===== src/rtl/imem_loader_if.sv =====
// Byte-stream handshake between a boot image source and imem_loader.
// The source drives s_data/s_valid; the loader returns a registered s_ready.
interface imem_loader_if;
    logic [7:0] s_data;
    logic       s_valid;
    logic       s_ready;

    modport master (output s_data, output s_valid, input s_ready);
    modport slave  (input s_data, input s_valid, output s_ready);
endinterface


===== src/rtl/imem_loader.sv =====
// Boot-time instruction memory loader.
// Receives a 16-bit little-endian word count followed by the payload bytes.
// Payload bytes are packed into little-endian 32-bit words and written to
// consecutive instruction memory addresses. The core is held in reset until
// the whole image has been written.
// Optional trailing XOR checksum byte: define IMEM_LOADER_CHECKSUM_EN.
module imem_loader #(
    parameter int unsigned DEPTH_WORDS = 256,
    parameter int unsigned AW          = 8
) (
    input  logic          clk,
    input  logic          arst,
    imem_loader_if.slave  stream,
    output logic          imem_we,
    output logic [AW-1:0] imem_addr,
    output logic [31:0]   imem_wdata,
    output logic          core_rst,
    output logic          done,
    output logic          err,
    output logic [AW:0]   words_loaded
);

`ifdef IMEM_LOADER_CHECKSUM_EN
    typedef enum logic [2:0] {HDR0, HDR1, LOAD, CKSUM, DONE, ERR} state_t;
    localparam state_t END_STATE = CKSUM;
    localparam logic   END_READY = 1'b1;
`else
    typedef enum logic [2:0] {HDR0, HDR1, LOAD, DONE, ERR} state_t;
    localparam state_t END_STATE = DONE;
    localparam logic   END_READY = 1'b0;
`endif

    state_t      state;
    logic [7:0]  n_lo;
    logic [15:0] word_count;
    logic [1:0]  lane;
    logic [7:0]  b0;
    logic [7:0]  b1;
    logic [7:0]  b2;
`ifdef IMEM_LOADER_CHECKSUM_EN
    logic [7:0]  csum;
`endif

    logic        accept;
    logic [15:0] hdr_n;
    logic        hdr_too_big;
    logic        hdr_zero;
    logic [15:0] next_count;
    logic        last_word;

    // Handshake decode and header / end-of-image conditions
    always_comb begin
        accept      = stream.s_valid && stream.s_ready;
        hdr_n       = {stream.s_data, n_lo};
        hdr_too_big = {16'd0, hdr_n} > DEPTH_WORDS;
        hdr_zero    = (hdr_n == 16'd0);
        next_count  = 16'(words_loaded) + 16'd1;
        last_word   = (next_count == word_count);
    end

    // Loader FSM; s_ready is registered alongside the next state so it never
    // depends combinationally on s_valid
    always_ff @(posedge clk) begin
        if (arst) begin
            state          <= HDR0;
            stream.s_ready <= 1'b0;
            imem_we        <= 1'b0;
            imem_addr      <= '0;
            imem_wdata     <= '0;
            words_loaded   <= '0;
            done           <= 1'b0;
            err            <= 1'b0;
            core_rst       <= 1'b1;
            n_lo           <= '0;
            word_count     <= '0;
            lane           <= '0;
            b0             <= '0;
            b1             <= '0;
            b2             <= '0;
`ifdef IMEM_LOADER_CHECKSUM_EN
            csum           <= '0;
`endif
        end else begin
            imem_we <= 1'b0;
`ifdef IMEM_LOADER_CHECKSUM_EN
            if (accept) begin
                csum <= csum ^ stream.s_data;
            end
`endif
            case (state)
                HDR0: begin
                    stream.s_ready <= 1'b1;
                    if (accept) begin
                        n_lo  <= stream.s_data;
                        state <= HDR1;
                    end
                end
                HDR1: begin
                    if (accept) begin
                        word_count <= hdr_n;
                        if (hdr_too_big) begin
                            state          <= ERR;
                            stream.s_ready <= 1'b0;
                            err            <= 1'b1;
                        end else if (hdr_zero) begin
                            state          <= END_STATE;
                            stream.s_ready <= END_READY;
                        end else begin
                            state <= LOAD;
                            lane  <= '0;
                        end
                    end
                end
                LOAD: begin
                    if (accept) begin
                        lane <= lane + 2'd1;
                        case (lane)
                            2'd0: b0 <= stream.s_data;
                            2'd1: b1 <= stream.s_data;
                            2'd2: b2 <= stream.s_data;
                            default: begin
                                // Write strobe lands in the cycle after lane 3,
                                // which is the first cycle of the next state on
                                // the final word
                                imem_we      <= 1'b1;
                                imem_addr    <= words_loaded[AW-1:0];
                                imem_wdata   <= {stream.s_data, b2, b1, b0};
                                words_loaded <= words_loaded + (AW+1)'(1);
                                if (last_word) begin
                                    state          <= END_STATE;
                                    stream.s_ready <= END_READY;
                                end
                            end
                        endcase
                    end
                end
`ifdef IMEM_LOADER_CHECKSUM_EN
                CKSUM: begin
                    if (accept) begin
                        stream.s_ready <= 1'b0;
                        if (stream.s_data == csum) begin
                            state <= DONE;
                        end else begin
                            state <= ERR;
                            err   <= 1'b1;
                        end
                    end
                end
`endif
                DONE: begin
                    stream.s_ready <= 1'b0;
                    done           <= 1'b1;
                    core_rst       <= 1'b0;
                end
                ERR: begin
                    stream.s_ready <= 1'b0;
                    err            <= 1'b1;
                    core_rst       <= 1'b1;
                end
                default: begin
                    state          <= HDR0;
                    stream.s_ready <= 1'b0;
                end
            endcase
        end
    end

endmodule


===== src/flat_wrapper.sv =====
// flat-port wrapper written by rule: the top's interface ports become plain ports
module imem_loader_flat 
#(
    parameter int unsigned DEPTH_WORDS = 256,
    parameter int unsigned AW          = 8
)
  (clk, arst, imem_we, imem_addr, imem_wdata, core_rst, done, err, words_loaded, stream_s_data, stream_s_valid, stream_s_ready);
  imem_loader_if stream_i ();
  input  logic clk;
  input  logic arst;
  output logic imem_we;
  output logic [AW-1:0] imem_addr;
  output logic [31:0] imem_wdata;
  output logic core_rst;
  output logic done;
  output logic err;
  output logic [AW:0] words_loaded;
  input wire logic [$bits(stream_i.s_data)-1:0] stream_s_data;
  input wire logic [$bits(stream_i.s_valid)-1:0] stream_s_valid;
  output wire logic [$bits(stream_i.s_ready)-1:0] stream_s_ready;
  assign stream_i.s_data = stream_s_data;
  assign stream_i.s_valid = stream_s_valid;
  assign stream_s_ready = stream_i.s_ready;
  imem_loader #(.DEPTH_WORDS(DEPTH_WORDS), .AW(AW)) u_core (.clk(clk), .arst(arst), .stream(stream_i), .imem_we(imem_we), .imem_addr(imem_addr), .imem_wdata(imem_wdata), .core_rst(core_rst), .done(done), .err(err), .words_loaded(words_loaded));
endmodule

===== config.mk =====
export PLATFORM = sky130hd
export DESIGN_NAME = imem_loader_flat
export DESIGN_NICKNAME = d
export VERILOG_FILES = /design/src/rtl/imem_loader_if.sv /design/src/rtl/imem_loader.sv /design/src/flat_wrapper.sv
export SDC_FILE = /design/constraint.sdc
export NUM_CORES = 1
export LEC_CHECK = 0
export ABC_CLOCK_PERIOD_IN_PS = 4500
export CAP_MARGIN = 20
export CORE_MARGIN = 2
export CORE_UTILIZATION = 60
export CTS_BUF_LIST = sky130_fd_sc_hd__clkbuf_16
export DETAILED_ROUTE_END_ITERATION = 7
export DONT_BUFFER_PORTS = 1
export GPL_TIMING_DRIVEN = 1
export PLACE_DENSITY_LB_ADDON = 0.12
export SLEW_MARGIN = 20
export SYNTH_ARGS = -nofsm -noshare
export SYNTH_HDL_FRONTEND = slang
export SYNTH_SLANG_ARGS = --single-unit

===== constraint.sdc =====
create_clock -name clk -period 4.5 [get_ports clk]
set_input_delay 0.9 -clock clk [delete_from_list [all_inputs] [get_ports clk]]
set_output_delay 0.9 -clock clk [all_outputs]
set_load 0.02 [all_outputs]

==> results summary <==
Across every metal layer, demand over resource in global routing totals between 20 and 30%. The required time at the worst-slack endpoint is about 4700 ps. The routed wirelength normalized by instance count is about 16 um.

The switching fraction of total power is ~22%. The peak ir drop on the vdd network is roughly 250 uV. The async set or reset register ratio after synthesis is 0%. In this run the power spent charging and discharging nets is between 300 and 400 uW.

The worst register-to-register path begins at u_core.words_loaded[0]. Power spread over the standard cell area amounts to between 300 and 400 nW/um^2. The remaining number of nets flagged by the antenna check after routing is 0. Counting instances in the post-synthesis netlist gives the leading cell types as sky130_fd_sc_hd__nand2_1, sky130_fd_sc_hd__dfxtp_1, sky130_fd_sc_hd__a21oi_1, sky130_fd_sc_hd__nor2_1. The fill cell total of the finished layout came out at between 500 and 600.

The die covers roughly 8000 um^2. The clock root buffer is sky130_fd_sc_hd__clkbuf_16. The delay of the slowest critical-path stage is about 620 ps. The end of the worst register-to-register path is u_core.stream.s_ready. Setup total negative slack on the finished layout was measured at 0 ps. The number of CTS-inserted buffers came out at 9. The starting density of the core is a little over three fifths. The end point of the most critical hold path is u_core.imem_wdata[5]. The total power after layout is 1800 uW. Setup repair after global routing left no endpoint under its margin. The maximum fanout count along the critical path came out at 8. By startpoint and endpoint, the worst setup path is classified as flop to flop. The combined buffer and inverter count along the critical path came out at 0. The path class of the lowest-slack min-delay path is flop to flop.

Across all setup checks in the final design, the least slack found is 2150 ps. The number of input and output port buffers inserted came out at 0. The final cell utilization of the core came out at ~67%. Yosys instantiated no cell more often than sky130_fd_sc_hd__nand2_1. The worst register-to-register path has a depth of 6.

In this run the cell area of the synthesized design comes to between 4000 and 5000 um^2. The share of power burned in the clock network is about 44%. The number of failing hold endpoints at the final stage came to 0. The number of DRC violations after detailed-routing iteration 0 is roughly 230.

The post-route non-filler standard cell count is around 600. At the worst endpoint, the arrival time is ~2600 ps. The core region area came out at about 7000 um^2. Each instance of the synthesized netlist takes up on average between 8 and 9 um^2. The final critical path time including I/O delays and setup came out at 2350 ps. The H-tree level count came out at 3. After clock tree synthesis, the clock-pin slew on the worst setup and hold paths is 70 ps. The total wire length came out at 9.29 mm.

The synthesized netlist net count is about 540. The maximum number of pins on one net before global-route repair came out at between 100 and 150. Headroom to the max-slew limit came out at a little under three fifths. The global route total overflow came out at 0.

Between clock sinks in the finished design, the worst skew comes to just under 8 ps. The transition time of the tightest slew-check pin came out at approximately 650 ps. between 60 and 70 I/O pins were placed. The flip-flop and latch count after synthesis came out at 107. The clock latency reported for the late side of the worst-skew pair is 350 ps. The cell-internal power is ~1400 uW. Summed over its instances, the top area cell type makes up 49.6% of the synthesized netlist area. The xor/xnor share of the synthesized area came out at 3.45%. The routed layout has 3406 vias. The highest clock rate is roughly 430 MHz. The instance count of the mapped netlist is 522. The number of search-and-repair iterations in the first detailed-routing pass is 5. The number of cells on the worst hold path came out at 2.

After Yosys synthesis, and, or, nand and nor cells account for between 20% and 30% of the synthesized area. The cell total after placement is a little under 600. The relative contribution of sequential cells to total power is 53.7%.

The critical path goes through ha_1 -> nand3_1 -> or3_1 -> a32oi_1 -> o2111ai_1 -> a41o_1. In this run the core area contains 30 standard-cell rows. From left edge to right edge, the die measures around 89 um.

The leakage dissipation came out at between 0.0015 and 0.002 uW. Of the total synthesized cell area, the portion taken by full adders, half adders and majority gates is under 10%. The diode insertion count for antenna repair is 0. The first-pass GRT wire length is around 15 mm. The DRC violation count after routing is 0.

Summing the areas of all compound-gate instances in the mapped netlist gives 11.4% of the synthesized area. After synthesis, the share of cell area in mux cells is about 5.6%. Setup violations remaining at the end of the flow were counted as 0. The placer's final routability congestion estimate is between 0.9 and 1. The number of pins exceeding their max-slew limit in the final report is 0. In the routed layout, each cell is associated on average with a via count of between 5 and 6. The number of global-route vias before repair is 3077.

STA classifies the critical path startpoint as a flop. The largest family of logic cells by synthesized area is simple AND/OR/NAND/NOR gates. The number of instances resized during post-cts repair is 0. The share of total power dissipated in combinational logic is 2.4%. The clock passes through at most 2 buffers. The post-synthesis cell type count is 45. In this run, post-CTS hold repair placed 0 buffers.

The slowest stage of the critical path belongs to the cell sky130_fd_sc_hd__dfxtp_1. The cell type contributing the most total cell area after synthesis is sky130_fd_sc_hd__dfxtp_1. The max-capacitance violation count is 0.

Compared with the post-synthesis result, the final layout area differs by 6.67%. CTS saw about 110 sinks. Yosys printed 0 warnings. The most used flip-flop cell after synthesis is sky130_fd_sc_hd__dfxtp_1.

The number of enable flip-flop cells after synthesis is 0. The kind of cell with the highest combined delay along the critical path is simple AND/OR/NAND/NOR gates. The worst reg-to-reg setup slack came out at ~2100 ps. The post-route netlist has between 4 and 5% of its cells at a drive strength greater than 1. STA classifies the critical path endpoint as a flop. The number of antenna violations at the first check in global routing is 0. TritonCTS built the clock tree. The chip height is around 89 um.

Of the synthesized area, sequential elements account for 49.6%. The number of setup buffers added after CTS is 0. The post-place setup slack is approximately 2000 ps. The startpoint identified for the worst hold timing path is u_core.b0[5]. The part of the cycle the worst path needs is between 50% and 60%. The run finished with clean final reports.

Ranked by total cell area, the synthesized netlist is headed by sky130_fd_sc_hd__dfxtp_1, sky130_fd_sc_hd__nand2_1, sky130_fd_sc_hd__a21oi_1. The final layout contains slightly above 500 nets. The placed wire-length estimate came out at just over 6 mm.
layout by cell type (no fill, tap or decap), drive strengths merged, types with 3 or more instances in the layout:
cell	n
xor2	3
nor3	8
nand3	30
clkbuf	9
nor2	48
inv	7
o21ai	9
mux2i	24
buf	3
nand4	3
xnor2	14
a21oi	72
or3	5
or4	4
dfxtp	107
ha	5
nor4	4
nand2	117
kinds of logic after synthesis:
group / Yosys count
simple gates: 234
mux: 24
buf+inv: 43
flops: 107
compound gates: 92
fa+ha+maj: 5
xor+xnor: 17
power by group through the flow:
stage / clock network [uW] / logic, uW / registers [uW]
final: 790 / 42.8 / 967
after global routing: 833 / 47.5 / 967
after CTS: 802 / 42.7 / 966
after detailed placement: 0 / 42.2 / 988
after global placement: 0 / 41.3 / 988
after floorplan: 0 / 52.5 / 984
final cells by class:
cell class | instances | area (um^2) | share of cell area, %
well taps | 96 | 120 | 2.61
clock buffers | 9 | 225 | 4.89
multi-input cells | 372 | 2010 | 43.6
clock inverters | 7 | 72.6 | 1.58
flip-flops and latches | 107 | 2140 | 46.5
repair buffers | 3 | 22.5 | 0.489
inverters | 4 | 15.0 | 0.326
state kept, by name (all words and copies together), names as in the netlist:
| signal | flops |
|---|---|
| u_core.imem_wdata | 32 |
| u_core.word_count | 16 |
| u_core.words_loaded | 9 |
| u_core.b0 | 8 |
| u_core.b1 | 8 |
| u_core.b2 | 8 |
| u_core.imem_addr | 8 |
| u_core.n_lo | 8 |
| u_core.state | 3 |
| u_core.lane | 2 |
| u_core.core_rst | 1 |
| u_core.done | 1 |
| u_core.err | 1 |
| u_core.imem_we | 1 |
| u_core.stream.s_ready | 1 |
through the flow:
step                      hold WS, ps  area (um^2)
after CTS                         450         4600
after global placement            433         4310
after floorplan                   432         4320
after global routing              461         4600
final                             449         4600
after detailed placement          439         4310
how the worst max path moves through the flow:
stage | cells past startpoint | start | slack [ps] | to
2_1_floorplan | 5 | stream_s_data[7] | 2100 | u_core.state[0]
3_3_place_gp | 5 | stream_s_data[7] | 2030 | u_core.state[0]
3_5_place_dp | 5 | stream_s_data[7] | 2020 | u_core.state[0]
4_1_cts | 6 | u_core.words_loaded[0] | 2170 | u_core.stream.s_ready
5_1_grt | 6 | u_core.words_loaded[0] | 1990 | u_core.stream.s_ready
6_report | 6 | u_core.words_loaded[0] | 2150 | u_core.stream.s_ready
worst reg2reg max path: cells and delay by family (launching register included):
| kind | cells | cell delay (ps) |
|---|---|---|
| flip-flops | 1 | 620 |
| AND/OR/NAND/NOR | 2 | 650 |
| AO/OA/AOI/OAI | 3 | 620 |
| adder cells (fa/ha/maj) | 1 | 350 |
metal layers:
layer | track usage [%] | share of wire (%)
met2 | 38.2 | 45
met1 | 34.8 | 47
met4 | 8.26 | 1.3
met3 | 6.25 | 7.0
met5 | 0 | 0
(Power assumes the default switching activity.)
